### src/rtl/pll_reset_sequencer.sv
// pll_reset_sequencer: synchronizes and qualifies the PLL lock status, pulses the
// PLL reset, then releases the core reset and, after a gap, the peripheral reset.
// Any loss of lock pulls every downstream reset low and restarts the sequence.
// Optional feature: define PLL_RESET_SEQ_WATCHDOG_EN to add a WAIT_LOCK timeout
// that re-pulses the PLL reset and sets a sticky lock_timeout flag.
module pll_reset_sequencer #(
  parameter int PLL_RST_CYCLES     = 8,
  parameter int LOCK_STABLE_CYCLES = 16,
  parameter int STAGE_GAP          = 4,
  parameter int LOCK_TIMEOUT       = 1024,
  parameter int CNT_W              = 8
) (
  input  logic             clk_in,
  input  logic             resetn,
  input  logic             locked,
  output logic             pll_rst_req,
  output logic             core_rst_n,
  output logic             periph_rst_n,
  output logic             ready,
  output logic [CNT_W-1:0] loss_count,
  output logic             lock_timeout
);

  localparam int MAX_AB     = (PLL_RST_CYCLES > LOCK_STABLE_CYCLES) ? PLL_RST_CYCLES
                                                                    : LOCK_STABLE_CYCLES;
  localparam int MAX_CYCLES = (MAX_AB > STAGE_GAP) ? MAX_AB : STAGE_GAP;
  localparam int SEQ_W      = $clog2(MAX_CYCLES + 1);

  // Counter values seen on the last cycle of each timed phase.
  localparam logic [SEQ_W-1:0] PLL_LAST    = SEQ_W'(PLL_RST_CYCLES - 1);
  localparam logic [SEQ_W-1:0] STABLE_LAST = SEQ_W'(LOCK_STABLE_CYCLES - 1);
  localparam logic [SEQ_W-1:0] GAP_LAST    = SEQ_W'(STAGE_GAP - 1);

  typedef enum logic [1:0] {
    PLL_RST   = 2'd0,
    WAIT_LOCK = 2'd1,
    REL_CORE  = 2'd2,
    RUN       = 2'd3
  } state_t;

  state_t           state;
  state_t           next_state;
  logic [SEQ_W-1:0] cnt;
  logic [SEQ_W-1:0] cnt_next;
  logic             locked_meta;
  logic             locked_s;
  logic             lock_lost;

`ifdef PLL_RESET_SEQ_WATCHDOG_EN
  localparam int              WD_W    = $clog2(LOCK_TIMEOUT + 1);
  localparam logic [WD_W-1:0] WD_LAST = WD_W'(LOCK_TIMEOUT - 1);

  logic [WD_W-1:0] wd_cnt;
  logic            wd_expired;
`endif

  // Two-flop synchronizer bringing the asynchronous lock status into clk_in.
  always_ff @(posedge clk_in) begin
    if (!resetn) begin
      locked_meta <= 1'b0;
      locked_s    <= 1'b0;
    end else begin
      locked_meta <= locked;
      locked_s    <= locked_meta;
    end
  end

  // Next-state and shared phase counter; the counter restarts on every state change.
  always_comb begin
    next_state = state;
    lock_lost  = 1'b0;
`ifdef PLL_RESET_SEQ_WATCHDOG_EN
    wd_expired = 1'b0;
`endif
    case (state)
      PLL_RST: begin
        if (cnt == PLL_LAST) next_state = WAIT_LOCK;
      end
      WAIT_LOCK: begin
        if (locked_s && (cnt == STABLE_LAST)) begin
          next_state = REL_CORE;
        end
`ifdef PLL_RESET_SEQ_WATCHDOG_EN
        else if (wd_cnt == WD_LAST) begin
          next_state = PLL_RST;
          wd_expired = 1'b1;
        end
`endif
      end
      REL_CORE: begin
        // Lock loss outranks the end of the stage gap.
        if (!locked_s) begin
          next_state = PLL_RST;
          lock_lost  = 1'b1;
        end else if (cnt == GAP_LAST) begin
          next_state = RUN;
        end
      end
      RUN: begin
        if (!locked_s) begin
          next_state = PLL_RST;
          lock_lost  = 1'b1;
        end
      end
      default: next_state = PLL_RST;
    endcase

    cnt_next = cnt;
    if (next_state != state) begin
      cnt_next = '0;
    end else begin
      case (state)
        PLL_RST, REL_CORE: cnt_next = cnt + 1'b1;
        WAIT_LOCK:         cnt_next = locked_s ? (cnt + 1'b1) : '0;
        default:           cnt_next = '0;
      endcase
    end
  end

  // State register plus outputs decoded from the next state so they move with it.
  always_ff @(posedge clk_in) begin
    if (!resetn) begin
      state        <= PLL_RST;
      cnt          <= '0;
      pll_rst_req  <= 1'b1;
      core_rst_n   <= 1'b0;
      periph_rst_n <= 1'b0;
      ready        <= 1'b0;
      loss_count   <= '0;
    end else begin
      state        <= next_state;
      cnt          <= cnt_next;
      pll_rst_req  <= (next_state == PLL_RST);
      core_rst_n   <= (next_state == REL_CORE) || (next_state == RUN);
      periph_rst_n <= (next_state == RUN);
      ready        <= (next_state == RUN);
      if (lock_lost && (loss_count != {CNT_W{1'b1}})) begin
        loss_count <= loss_count + 1'b1;
      end
    end
  end

`ifdef PLL_RESET_SEQ_WATCHDOG_EN
  // Watchdog measures time spent in WAIT_LOCK and latches a sticky expiry flag.
  always_ff @(posedge clk_in) begin
    if (!resetn) begin
      wd_cnt       <= '0;
      lock_timeout <= 1'b0;
    end else begin
      if ((state == WAIT_LOCK) && (next_state == WAIT_LOCK)) begin
        wd_cnt <= wd_cnt + 1'b1;
      end else begin
        wd_cnt <= '0;
      end
      if (wd_expired) begin
        lock_timeout <= 1'b1;
      end
    end
  end
`else
  // Without the watchdog the flag can never be set (the comparison is constant false).
  assign lock_timeout = (LOCK_TIMEOUT < 0);
`endif

endmodule

### config.mk
export PLATFORM = sky130hd
export DESIGN_NAME = pll_reset_sequencer
export DESIGN_NICKNAME = d
export VERILOG_FILES = /design/src/rtl/pll_reset_sequencer.sv
export SDC_FILE = /design/constraint.sdc
export NUM_CORES = 1
export LEC_CHECK = 0
export BUFFER_PORTS_ARGS = -buffer_cell sky130_fd_sc_hd__clkbuf_2
export CORE_AREA = 2 2 50 52
export CTS_BUF_LIST = sky130_fd_sc_hd__clkbuf_8
export DETAILED_ROUTE_END_ITERATION = 8
export DIE_AREA = 0 0 52 54
export MAX_ROUTING_LAYER = met4
export PLACE_DENSITY = 0.63
export SYNTH_ARGS = -nofsm -noshare
export SYNTH_HDL_FRONTEND = slang
export SYNTH_SLANG_ARGS = --single-unit
export TNS_END_PERCENT = 1
### constraint.sdc
create_clock -name clk_in -period 1.76 [get_ports clk_in]
set_clock_uncertainty 0.15 [all_clocks]
set_input_delay 0.088 -clock clk_in [delete_from_list [all_inputs] [get_ports clk_in]]
set_output_delay 0.088 -clock clk_in [all_outputs]
set_load 0.01 [all_outputs]
==> flow_summary.json, run 1 <==
{
  "yosys.area.top_type_share_pct": 41.88,
  "period_share_pct": 103.5,
  "sequential_cell_area_um2": 402.9,
  "synth.net_count": 108,
  "clk_latency_ns": 0.25,
  "via_count_of_the_first_global_routing_pass": 725,
  "failed_checks": "negative setup slack",
  "dp.cells": 146,
  "wl_per_cell_um": 12.79,
  "number_of_antenna_repair_diodes": 0,
  "route.met3.wl_um": 59,
  "worstHoldPathCells": 3,
  "finalWorstSetupSlack_ns": -0.06072,
  "setup.worst_path.end_class": "flip-flop",
  "chipHeight_um": 54,
  "placement.io_buffers": 14,
  "rsz0062_at_grt": "true",
  "synth_top_flop_cell": "sky130_fd_sc_hd__dfxtp_1",
  "numCtsBuffers": 3,
  "power_density_mw_per_mm2": 682.9,
  "drc_errors": 0,
  "wl_met1_um": 926,
  "synth_edf_count": 0,
  "met2RoutedLength_um": 901,
  "overflow": 0,
  "multi_input_comb_area_um2": 575.6,
  "timing.fmax_mhz": 549.2,
  "effective_utilization_at_floorplan_pct": 41.21,
  "finalSetupViolations": 3,
  "post-cts-setup-buffer-count": 0,
  "tritoncts": "built",
  "fin_nets": 128,
  "drt_first_pass_iters": 4,
  "holdCritPathClass": "input port to flip-flop",
  "wirelength_um": 1918,
  "path_clk_slew_ns": 0.07,
  "post_synth_main_area_contributors": "sky130_fd_sc_hd__dfxtp_1, sky130_fd_sc_hd__ha_1, sky130_fd_sc_hd__a21oi_1",
  "layout.filler_cells": 224,
  "cts_htree_levels": 1,
  "fraction_of_final_layout_cells_sized_beyond_drive_strength_1_pct": 31.67,
  "core_mm2": 0.002320,
  "place.gp.congestion": 0.8091,
  "antenna_found_initial": 0,
  "timing.critical_path.required_ns": 1.79,
  "hold_path_end": "loss_count[1]$_SDFFE_PN0P_",
  "setup_tns_ns": -0.09176,
  "largest_net_degree_at_the_start_of_global_routing": 14,
  "p_leak_nw": 0.4650,
  "final_period_minus_worst_setup_slack_ns": 1.821,
  "worstSetupStartpointType": "flip-flop",
  "grt_first_pass_wirelength_um": 3146,
  "worst_case_clock_buffer_depth": 2,
  "reg2reg_setup_slack_ns": -0.06,
  "synth-warning-count": 0,
  "critPathMaxFanout": 5,
  "root_buffer": "sky130_fd_sc_hd__clkbuf_8",
  "detailed_route_via_count": 805,
  "design.die.area_mm2": 0.002808,
  "stdcell_count": 150,
  "detailed_place_hpwl_um": 1350,
  "reg2reg_from": "cnt[1]$_SDFF_PP0_",
  "worstHoldStart": "resetn",
  "maxSlewHeadroom_pct": 63.65,
  "detailedPlace.worstSlack_ns": -0.07794,
  "worstRegToRegCells": 6,
  "synth_seq_area_share_pct": 41.88,
  "syn_inst": 102,
  "synth_commonest_cells": "sky130_fd_sc_hd__dfxtp_1, sky130_fd_sc_hd__nand2_1, sky130_fd_sc_hd__a21oi_1",
  "dr.max_layer_used": "met4",
  "pin_count": 16,
  "placementRows": 18,
  "path_class": "flip-flop to flip-flop",
  "cap_violations": 0,
  "netlist_area_um2": 955.9,
  "synth_top_area_cell": "sky130_fd_sc_hd__dfxtp_1",
  "clock_sink_count": 20,
  "critical_path_arrival_ns": 1.85,
  "rr_endpoint": "cnt[1]$_SDFF_PP0_",
  "run_status": "complete, but fails checks",
  "finalMaxSlewViolations": 0,
  "ys_ff_latch": 20,
  "floorplan.die.width_um": 52,
  "timing_worst_slew_pin_value_ns": 0.5443,
  "hold_viol": 0,
  "drt.antenna.violating_nets": 0,
  "finalCoreUtilization_pct": 51.13,
  "max-vdd-ir-drop_mv": 0.4627,
  "post_drt_via_cell_ratio": 5.367,
  "netlist-cell-type-count": 42,
  "synth.most_common_cell": "sky130_fd_sc_hd__dfxtp_1",
  "synthArstFlopShare_pct": 0,
  "grt_usage_pct": 15.84,
  "design_power_total_uw": 810.0,
  "synthToLayoutAreaGrowth_pct": 24.08,
  "syn-mean-instance-area_um2": 9.372,
  "dr.first_iter.drc_count": 3
}
cells in the final DEF, fill, tap and decap left out, types with 3 or more instances in the layout:
| cell | netlist | layout |
|---|---|---|
| sky130_fd_sc_hd__inv_1 | 3 | 3 |
| sky130_fd_sc_hd__buf_4 | 2 | 5 |
| sky130_fd_sc_hd__clkbuf_2 | 1 | 14 |
| sky130_fd_sc_hd__and3_1 | 4 | 3 |
| sky130_fd_sc_hd__dfxtp_1 | 20 | 18 |
| sky130_fd_sc_hd__mux2i_1 | 3 | 3 |
| sky130_fd_sc_hd__clkbuf_8 | 0 | 3 |
| sky130_fd_sc_hd__nor3_2 | 0 | 4 |
| sky130_fd_sc_hd__nor2_1 | 3 | 3 |
| sky130_fd_sc_hd__nand2_1 | 8 | 8 |
| sky130_fd_sc_hd__a21oi_1 | 7 | 7 |
cells by family after synthesis:
group,count (synthesis),share of synthesized area (%)
AO/OA/AOI/OAI,17,12.44
XOR/XNOR,2,1.833
adder cells (fa/ha/maj),3,3.927
buffers and inverters,8,4.057
flip-flops,20,41.88
multiplexers,3,3.141
other,1,0.3923
AND/OR/NAND/NOR,48,32.33
final cells by class:
class,count,share of cell area [%]
flip-flops and latches,20,33.97
multi-input cells,74,48.52
well taps,30,3.165
inverters,3,0.9494
clock buffers,3,3.481
repair buffers,20,9.916
what timing repair did:
| item | CTS | global route |
|---|---|---|
| hold buffers | 1 | 0 |
| hold endpoints to repair | 1 | 0 |
| gates resized for setup | 2 | 9 |
| endpoints found under the setup margin | 5 | 5 |
| pin swaps | 2 | 3 |
worst max path at each step:
stage          slack, ns         startpoint  depth (start not counted)                end
6_report           -0.06  cnt[1]$_SDFF_PP0_                          6  cnt[1]$_SDFF_PP0_
5_1_grt            -0.13  cnt[1]$_SDFF_PP0_                          6  cnt[1]$_SDFF_PP0_
4_1_cts            -0.06  cnt[1]$_SDFF_PP0_                          6  cnt[2]$_SDFF_PP0_
3_5_place_dp       -0.08  cnt[1]$_SDFF_PP0_                          6  cnt[3]$_SDFF_PP0_
3_3_place_gp       0.006  cnt[1]$_SDFF_PP0_                          6  cnt[2]$_SDFF_PP0_
2_1_floorplan    -0.0003  cnt[0]$_SDFF_PP0_                          6  cnt[3]$_SDFF_PP0_
power by group:
part / internal [mW] / leakage, nW / total [mW] / switching [mW]
clock: 0.152 / 0.0216 / 0.287 / 0.135
combinational: 0.0278 / 0.281 / 0.0529 / 0.0251
sequential: 0.462 / 0.163 / 0.470 / 0.00780
total: 0.642 / 0.465 / 0.810 / 0.168
routing by layer:
metal / global-route usage (%) / vias to the layer above
li1: - / 408
met1: 20.14 / 379
met2: 24.26 / 14
met3: 2.500 / 4
met4: 8.333 / 0
met5: - / -
metrics by stage:
stage | hold WS (ns) | area (um2)
5_1_grt | 0.09713 | 1186
6_report | 0.08046 | 1186
3_3_place_gp | 0.1427 | 1076
2_1_floorplan | 0.06529 | 958.4
4_1_cts | 0.07225 | 1141
3_5_place_dp | 0.1493 | 1076
critical path: stages (launching register included):
cell                      delay (ns)
sky130_fd_sc_hd__dfxtp_2        0.34
sky130_fd_sc_hd__ha_4           0.15
sky130_fd_sc_hd__and3_4         0.15
sky130_fd_sc_hd__ha_4           0.15
sky130_fd_sc_hd__or3b_1         0.38
sky130_fd_sc_hd__a31o_4         0.26
sky130_fd_sc_hd__nor3b_2        0.17
sequential cells by signal (all words and copies together), names as in the netlist:
| name | count |
|---|---|
| state | 2 |
| cnt | 5 |
| pll_rst_req | 1 |
| locked_meta | 1 |
| loss_count | 8 |
| core_rst_n | 1 |
| locked_s | 1 |
| ready | 1 |
Note: power is estimated with default switching activity, not from simulation.
==> run 2, diff against run 1 <==
==> config.mk (replaced) <==
export PLATFORM = sky130hd
export DESIGN_NAME = pll_reset_sequencer
export DESIGN_NICKNAME = d
export VERILOG_FILES = /design/src/rtl/pll_reset_sequencer.sv
export SDC_FILE = /design/constraint.sdc
export NUM_CORES = 1
export LEC_CHECK = 0
export ABC_AREA = 1
export BUFFER_PORTS_ARGS = -buffer_cell sky130_fd_sc_hd__clkbuf_2
export CORE_AREA = 2 2 49 51
export CTS_BUF_LIST = sky130_fd_sc_hd__clkbuf_8
export DETAILED_ROUTE_END_ITERATION = 8
export DIE_AREA = 0 0 51 53
export MAX_ROUTING_LAYER = met4
export PLACE_DENSITY = 0.65
export SYNTH_ARGS = -nofsm -noshare
export SYNTH_HDL_FRONTEND = slang
export SYNTH_SLANG_ARGS = --single-unit
==> run 2 against run 1 <==
Against the previous run: the run now ends clean; area after synthesis decreased by 2.2%; count of clock-buffer cells in the layout increased by 1; cell area decreased by 6.9%; die area decreased by 3.7%; register-to-register slack improved by 0.20 ns; critical path depth increased by 4; global-route usage decreased by 2.1 points; non-clock buffer count decreased by 5; worst hold slack got worse by 0.076 ns; synthesized cell count increased by 27%; sequential share of layout area increased by 2.5 points; sequential cell count unchanged.
==> flow_summary.json, run 2 <==
{
  "syn_inst": 130,
  "finalCoreUtilization_pct": 51.43,
  "power_density_mw_per_mm2": 769.2,
  "hold_viol": 0,
  "clock_sink_count": 20,
  "dr.first_iter.drc_count": 17,
  "synthArstFlopShare_pct": 0,
  "power.internal_uw": 677.5,
  "numCtsBuffers": 3,
  "critical_path_arrival_ns": 1.66,
  "synth_top_area_cell": "sky130_fd_sc_hd__dfxtp_1",
  "finalMaxSlewViolations": 0,
  "detailed_route_via_count": 807,
  "overflow": 0,
  "worstRegToRegCells": 10,
  "synth-warning-count": 0,
  "final_common_cell": "sky130_fd_sc_hd__nand2_1",
  "path_class": "flip-flop to flip-flop",
  "rr_endpoint": "cnt[0]$_SDFF_PP0_",
  "p_leak_nw": 0.4962,
  "synth.net_count": 136,
  "syn-mean-instance-area_um2": 7.190,
  "grt_first_pass_wirelength_um": 2773,
  "chipHeight_um": 53,
  "drt.antenna.violating_nets": 0,
  "dp.cells": 169,
  "netlist-cell-type-count": 22,
  "run_status": "complete, no violations",
  "reg2reg_from": "cnt[0]$_SDFF_PP0_",
  "yosys.area.top_type_share_pct": 42.84,
  "timing.fmax_mhz": 617.8,
  "stdcell_count": 174,
  "reg2reg_setup_slack_ns": 0.14,
  "worstHoldPathCells": 3,
  "detailed_place_hpwl_um": 1241,
  "clk_latency_ns": 0.26,
  "p_seq_share_pct": 55.4,
  "fin_nets": 153,
  "tritoncts": "built",
  "synth_edf_count": 0,
  "worstHoldStart": "resetn",
  "synth_seq_area_share_pct": 42.84,
  "fraction_of_final_layout_cells_sized_beyond_drive_strength_1_pct": 20.55,
  "layout_common_cells": "sky130_fd_sc_hd__nand2_1, sky130_fd_sc_hd__inv_1, sky130_fd_sc_hd__dfxtp_1",
  "path_clk_slew_ns": 0.07,
  "registers.top_by_ff_count": "loss_count",
  "max_ffs_per_register": 8,
  "synth.most_common_cell": "sky130_fd_sc_hd__nand2_1",
  "power.net_switching_uw": 172.3,
  "finalWorstSetupSlack_ns": 0.1413,
  "core_mm2": 0.002148,
  "holdCritPathClass": "input port to flip-flop",
  "wirelength_um": 1637,
  "placementRows": 17,
  "number_of_antenna_repair_diodes": 0,
  "cts_htree_levels": 1,
  "period_share_pct": 91.97,
  "post-cts-setup-buffer-count": 0,
  "post_drt_via_cell_ratio": 4.638,
  "largest_net_degree_at_the_start_of_global_routing": 12,
  "post_route_cell_area_mm2": 0.001105,
  "final_period_minus_worst_setup_slack_ns": 1.619,
  "netlist_area_um2": 934.6,
  "worst_case_clock_buffer_depth": 2,
  "floorplan.die.width_um": 51,
  "wl_per_cell_um": 9.408,
  "reg_top3": "loss_count (8), cnt (5), state (2)",
  "pin_count": 16,
  "synth_top_flop_cell": "sky130_fd_sc_hd__dfxtp_1",
  "clk_network_pwr_share_pct": 40.2,
  "sw_frac_of_total_pct": 20.28,
  "design_power_total_uw": 849.8,
  "place.gp.congestion": 0.8140,
  "max-vdd-ir-drop_mv": 0.5008,
  "effective_utilization_at_floorplan_pct": 43.51,
  "cap_violations": 0,
  "drc_errors": 0,
  "placement.io_buffers": 14,
  "drt_first_pass_iters": 4,
  "detailedPlace.worstSlack_ns": 0.06812,
  "synthToLayoutAreaGrowth_pct": 18.21,
  "p_comb_share_pct": 4.3,
  "hold_path_end": "locked_meta$_SDFF_PN0_",
  "ys_ff_latch": 20,
  "timing.critical_path.required_ns": 1.80,
  "synth_commonest_cells": "sky130_fd_sc_hd__nand2_1, sky130_fd_sc_hd__dfxtp_1, sky130_fd_sc_hd__inv_1",
  "grt_usage_pct": 13.75,
  "root_buffer": "sky130_fd_sc_hd__clkbuf_8",
  "critPathMaxFanout": 5,
  "via_count_of_the_first_global_routing_pass": 678,
  "post_synth_main_area_contributors": "sky130_fd_sc_hd__dfxtp_1, sky130_fd_sc_hd__nand2_1, sky130_fd_sc_hd__inv_1",
  "worstSetupStartpointType": "flip-flop",
  "design.die.area_mm2": 0.002703,
  "finalSetupViolations": 0,
  "placed_cell_area_mm2": 0.001020,
  "setup.worst_path.end_class": "flip-flop",
  "antenna_found_initial": 0
}
-- run 2: cell count changes after synthesis, sizes merged, moves of 3 or more --
cell   before  now
nor2        3   20
nor3        6    1
nand3       1    8
mux2i       3    0
inv         3   21
nand2       8   33
nor3b       3    0
and3        4    0
o21ai       0    5
-- run 2: power groups by stage --
stage	clock, mW	combinational [mW]	sequential (mW)
after floorplan	0	0.0253	0.477
after global placement	0	0.0295	0.478
after detailed placement	0	0.0301	0.478
after CTS	0.357	0.0319	0.467
after global routing	0.368	0.0427	0.472
final	0.342	0.0369	0.471
-- run 2: cell families after synthesis --
family,share of synthesized area (%)
other,0.4012
AO/OA/AOI/OAI,6.961
AND/OR/NAND/NOR,30.52
XOR/XNOR,4.686
adder cells (fa/ha/maj),4.016
flip-flops,42.84
buffers and inverters,10.57
-- run 2: through the flow --
stage | hold slack, ns | setup TNS [ns]
floorplan | 0.03563 | 0
global placement | 0.1224 | 0
detailed placement | 0.1299 | 0
CTS | 0.0002712 | 0
global route | 0.01504 | -0.03171
finish | 0.004429 | 0
-- run 2: worst max-delay path: stages (launching register included) --
cell	delay (ns)
sky130_fd_sc_hd__dfxtp_2	0.36
sky130_fd_sc_hd__ha_4	0.15
sky130_fd_sc_hd__nand2_1	0.07
sky130_fd_sc_hd__nor2_1	0.11
sky130_fd_sc_hd__ha_2	0.20
sky130_fd_sc_hd__nand3_2	0.10
sky130_fd_sc_hd__nand2_1	0.08
sky130_fd_sc_hd__nand2_1	0.07
sky130_fd_sc_hd__nand3_1	0.09
sky130_fd_sc_hd__nand2_2	0.09
sky130_fd_sc_hd__nor2_1	0.09
-- run 2: cell type report --
class	count	area, um2
Inverter	21	78.83
Multi-Input combinational cell	86	452.9
Fill cell	215	1044
Clock buffer	4	55.05
Sequential cell	20	402.9
Tap cell	28	35.03
Timing Repair Buffer	15	80.08
-- run 2: worst max path at each step --
stage                                    to  slack, ns  cells after the start              start
after floorplan           cnt[2]$_SDFF_PP0_       0.25                     10  cnt[0]$_SDFF_PP0_
after global placement    cnt[3]$_SDFF_PP0_       0.16                     10  cnt[0]$_SDFF_PP0_
after detailed placement  cnt[4]$_SDFF_PP0_       0.07                     10  cnt[0]$_SDFF_PP0_
after CTS                 cnt[4]$_SDFF_PP0_       0.05                     10  cnt[0]$_SDFF_PP0_
after global routing      cnt[0]$_SDFF_PP0_      -0.01                     10  cnt[0]$_SDFF_PP0_
final                     cnt[0]$_SDFF_PP0_       0.14                     10  cnt[0]$_SDFF_PP0_
-- run 2: repair_timing --
item                                    CTS  global route
hold buffers                              1             0
resized for setup                         0             6
endpoints found under the setup margin    0             8
endpoints found under the hold margin     1             0
-- run 2: per-layer routing --
metal / vias to the layer above / wire, um / track usage [%]
li1: 426 / - / -
met1: 365 / 806 / 18.37
met2: 13 / 748 / 21.21
met3: 3 / 64 / 2.542
met4: 0 / 18 / 4.054
met5: - / 0 / -
==> run 3, diff against run 2 <==
--- a/config.mk
+++ b/config.mk
@@ -7,12 +7,13 @@
 export LEC_CHECK = 0
 export ABC_AREA = 1
 export BUFFER_PORTS_ARGS = -buffer_cell sky130_fd_sc_hd__clkbuf_2
-export CORE_AREA = 2 2 49 51
+export CORE_AREA = 2 2 54 46
 export CTS_BUF_LIST = sky130_fd_sc_hd__clkbuf_8
 export DETAILED_ROUTE_END_ITERATION = 8
-export DIE_AREA = 0 0 51 53
+export DIE_AREA = 0 0 56 48
 export MAX_ROUTING_LAYER = met4
 export PLACE_DENSITY = 0.65
+export RECOVER_POWER = 50
 export SYNTH_ARGS = -nofsm -noshare
 export SYNTH_HDL_FRONTEND = slang
 export SYNTH_SLANG_ARGS = --single-unit
==> run 3 against run 2 <==
Against the previous run: sequential power barely moved; setup slack got worse by 0.027 ns; register-to-register slack lost 0.03 ns; cell area grew 2.5%; clock power rose by 34%; sequential cell count stayed put; maximum frequency fell by 1.6%; worst hold slack better by 0.014 ns.
==> flow_summary.json, run 3 (synthesis gave the netlist of run 2 again) <==
{
  "run_status": "complete, no violations",
  "registers.top_by_ff_count": "loss_count",
  "place.gp.congestion": 0.9076,
  "root_buffer": "sky130_fd_sc_hd__clkbuf_8",
  "placementRows": 15,
  "design.die.area_mm2": 0.002688,
  "detailed_place_hpwl_um": 1334,
  "number_of_antenna_repair_diodes": 0,
  "critical_path_arrival_ns": 1.69,
  "post_route_cell_area_mm2": 0.001132,
  "final_common_cell": "sky130_fd_sc_hd__nand2_1",
  "critPathMostFrequentCell": "sky130_fd_sc_hd__nand2_1",
  "timing.critical_path.required_ns": 1.81,
  "finalSetupViolations": 0,
  "period_share_pct": 93.48,
  "max-vdd-ir-drop_mv": 0.6805,
  "placement.io_buffers": 14,
  "layout_common_cells": "sky130_fd_sc_hd__nand2_1, sky130_fd_sc_hd__inv_1, sky130_fd_sc_hd__dfxtp_1",
  "stdcell_count": 173,
  "worst_case_clock_buffer_depth": 2,
  "slowest_delay_ns": 0.36,
  "drt_first_pass_iters": 4,
  "drt.antenna.violating_nets": 0,
  "finalMaxSlewViolations": 0,
  "antenna_found_initial": 0,
  "critPathMaxFanout": 4,
  "max_ffs_per_register": 8,
  "setup.worst_path.end_class": "flip-flop",
  "cts_htree_levels": 1,
  "dr.first_iter.drc_count": 18,
  "via_count_of_the_first_global_routing_pass": 703,
  "detailed_route_via_count": 809,
  "overflow": 0,
  "floorplan.die.width_um": 56,
  "cap_violations": 0,
  "final_period_minus_worst_setup_slack_ns": 1.645,
  "cell_with_the_largest_stage_delay_on_the_worst_path": "sky130_fd_sc_hd__dfxtp_2",
  "grt_first_pass_wirelength_um": 2973,
  "clock_sink_count": 20,
  "grt_usage_pct": 15.52,
  "timing.fmax_mhz": 607.8,
  "wl_per_cell_um": 10.54,
  "clk_latency_ns": 0.26,
  "synthToLayoutAreaGrowth_pct": 21.15,
  "wirelength_um": 1824,
  "post_drt_via_cell_ratio": 4.676,
  "effective_utilization_at_floorplan_pct": 44.46,
  "core_mm2": 0.002102,
  "power_density_mw_per_mm2": 854.8,
  "numCtsBuffers": 3,
  "rsz0062_at_grt": "true",
  "p_leak_nw": 0.4712,
  "path_clk_slew_ns": 0.08,
  "design_power_total_uw": 968.0,
  "reg_top3": "loss_count (8), cnt (5), state (2)",
  "fraction_of_final_layout_cells_sized_beyond_drive_strength_1_pct": 14.19,
  "fin_nets": 155,
  "largest_net_degree_at_the_start_of_global_routing": 13,
  "worstSetupStartpointType": "flip-flop",
  "chipHeight_um": 48,
  "holdCritPathClass": "input port to flip-flop",
  "worstPathCellList": "ha_4, nand2_1, nor2_1, ha_2, nand3_2, nand2_1, nand2_1, nand3_1, inv_1, nor2_1",
  "hold_viol": 0,
  "path_class": "flip-flop to flip-flop",
  "dp.cells": 166,
  "finalCoreUtilization_pct": 53.87,
  "pin_count": 16,
  "layout.filler_cells": 201,
  "tritoncts": "built",
  "drc_errors": 0,
  "placed_cell_area_mm2": 0.001016
}
run 3: cell count changes in the layout (fill, tap and decap cells not counted), sizes merged:
cell,delta
buf,+1
bufinv,+1
clkbuf,-1
dlygate4sd3,+1
run 3: critical path, delay by kind of cell, from the launching register on:
family	cells	cell delay, ns
AND/OR/NAND/NOR	7	0.67
flip-flops	1	0.36
adder cells (fa/ha/maj)	2	0.35
buffers and inverters	1	0.06
run 3: where the power goes:
part           switching [mW]  internal (mW)  total, mW
registers             0.00916          0.462      0.471
clock network           0.154          0.304      0.458
logic                  0.0214         0.0177     0.0391
total                   0.185          0.783      0.968
run 3: layout make-up:
type / count / area, um2 / share of cell area, %
clock buffers: 3 / 41.29 / 3.646
clock inverters: 1 / 30.03 / 2.652
inverters: 21 / 78.83 / 6.961
multi-input cells: 86 / 465.4 / 41.10
flip-flops and latches: 20 / 402.9 / 35.58
well taps: 25 / 31.28 / 2.762
repair buffers: 17 / 82.58 / 7.293
run 3: worst paths after layout:
| check | to | cells after the start | slack [ns] | start |
|---|---|---|---|---|
| setup / recovery | pll_rst_req$_SDFF_PN1_ | 10 | 0.11 | cnt[1]$_SDFF_PP0_ |
| setup reg to reg | pll_rst_req$_SDFF_PN1_ | 10 | 0.11 | cnt[1]$_SDFF_PP0_ |
| hold reg to reg | locked_s$_SDFF_PN0_ | 2 | 0.28 | locked_meta$_SDFF_PN0_ |
| hold / removal | loss_count[6]$_SDFFE_PN0P_ | 3 | 0.02 | resetn |
run 3: metrics by stage:
stage | setup TNS, ns | setup slack [ns] | hold slack, ns
2_1_floorplan | 0 | 0.2509 | 0.03563
3_3_place_gp | 0 | 0.1633 | 0.1215
3_5_place_dp | 0 | 0.08184 | 0.1275
4_1_cts | 0 | 0.06344 | 0.01061
5_1_grt | -0.1058 | -0.03516 | 0.01182
6_report | 0 | 0.1147 | 0.01823
run 3: per-layer routing:
| layer | GRT usage (%) | share of wire [%] | vias to the layer above |
|---|---|---|---|
| li1 | - | - | 434 |
| met4 | 5.714 | 1.0 | 0 |
| met5 | - | 0 | - |
| met3 | 5.676 | 4.7 | 2 |
| met1 | 19.93 | 49 | 359 |
| met2 | 22.59 | 45 | 14 |
run 3: timing repair:
item	4_1_cts	5_1_grt
hold buffers	2	0
hold endpoints to repair	1	0
setup buffers	0	1
resized for setup	0	9
endpoints found under the setup margin	0	8
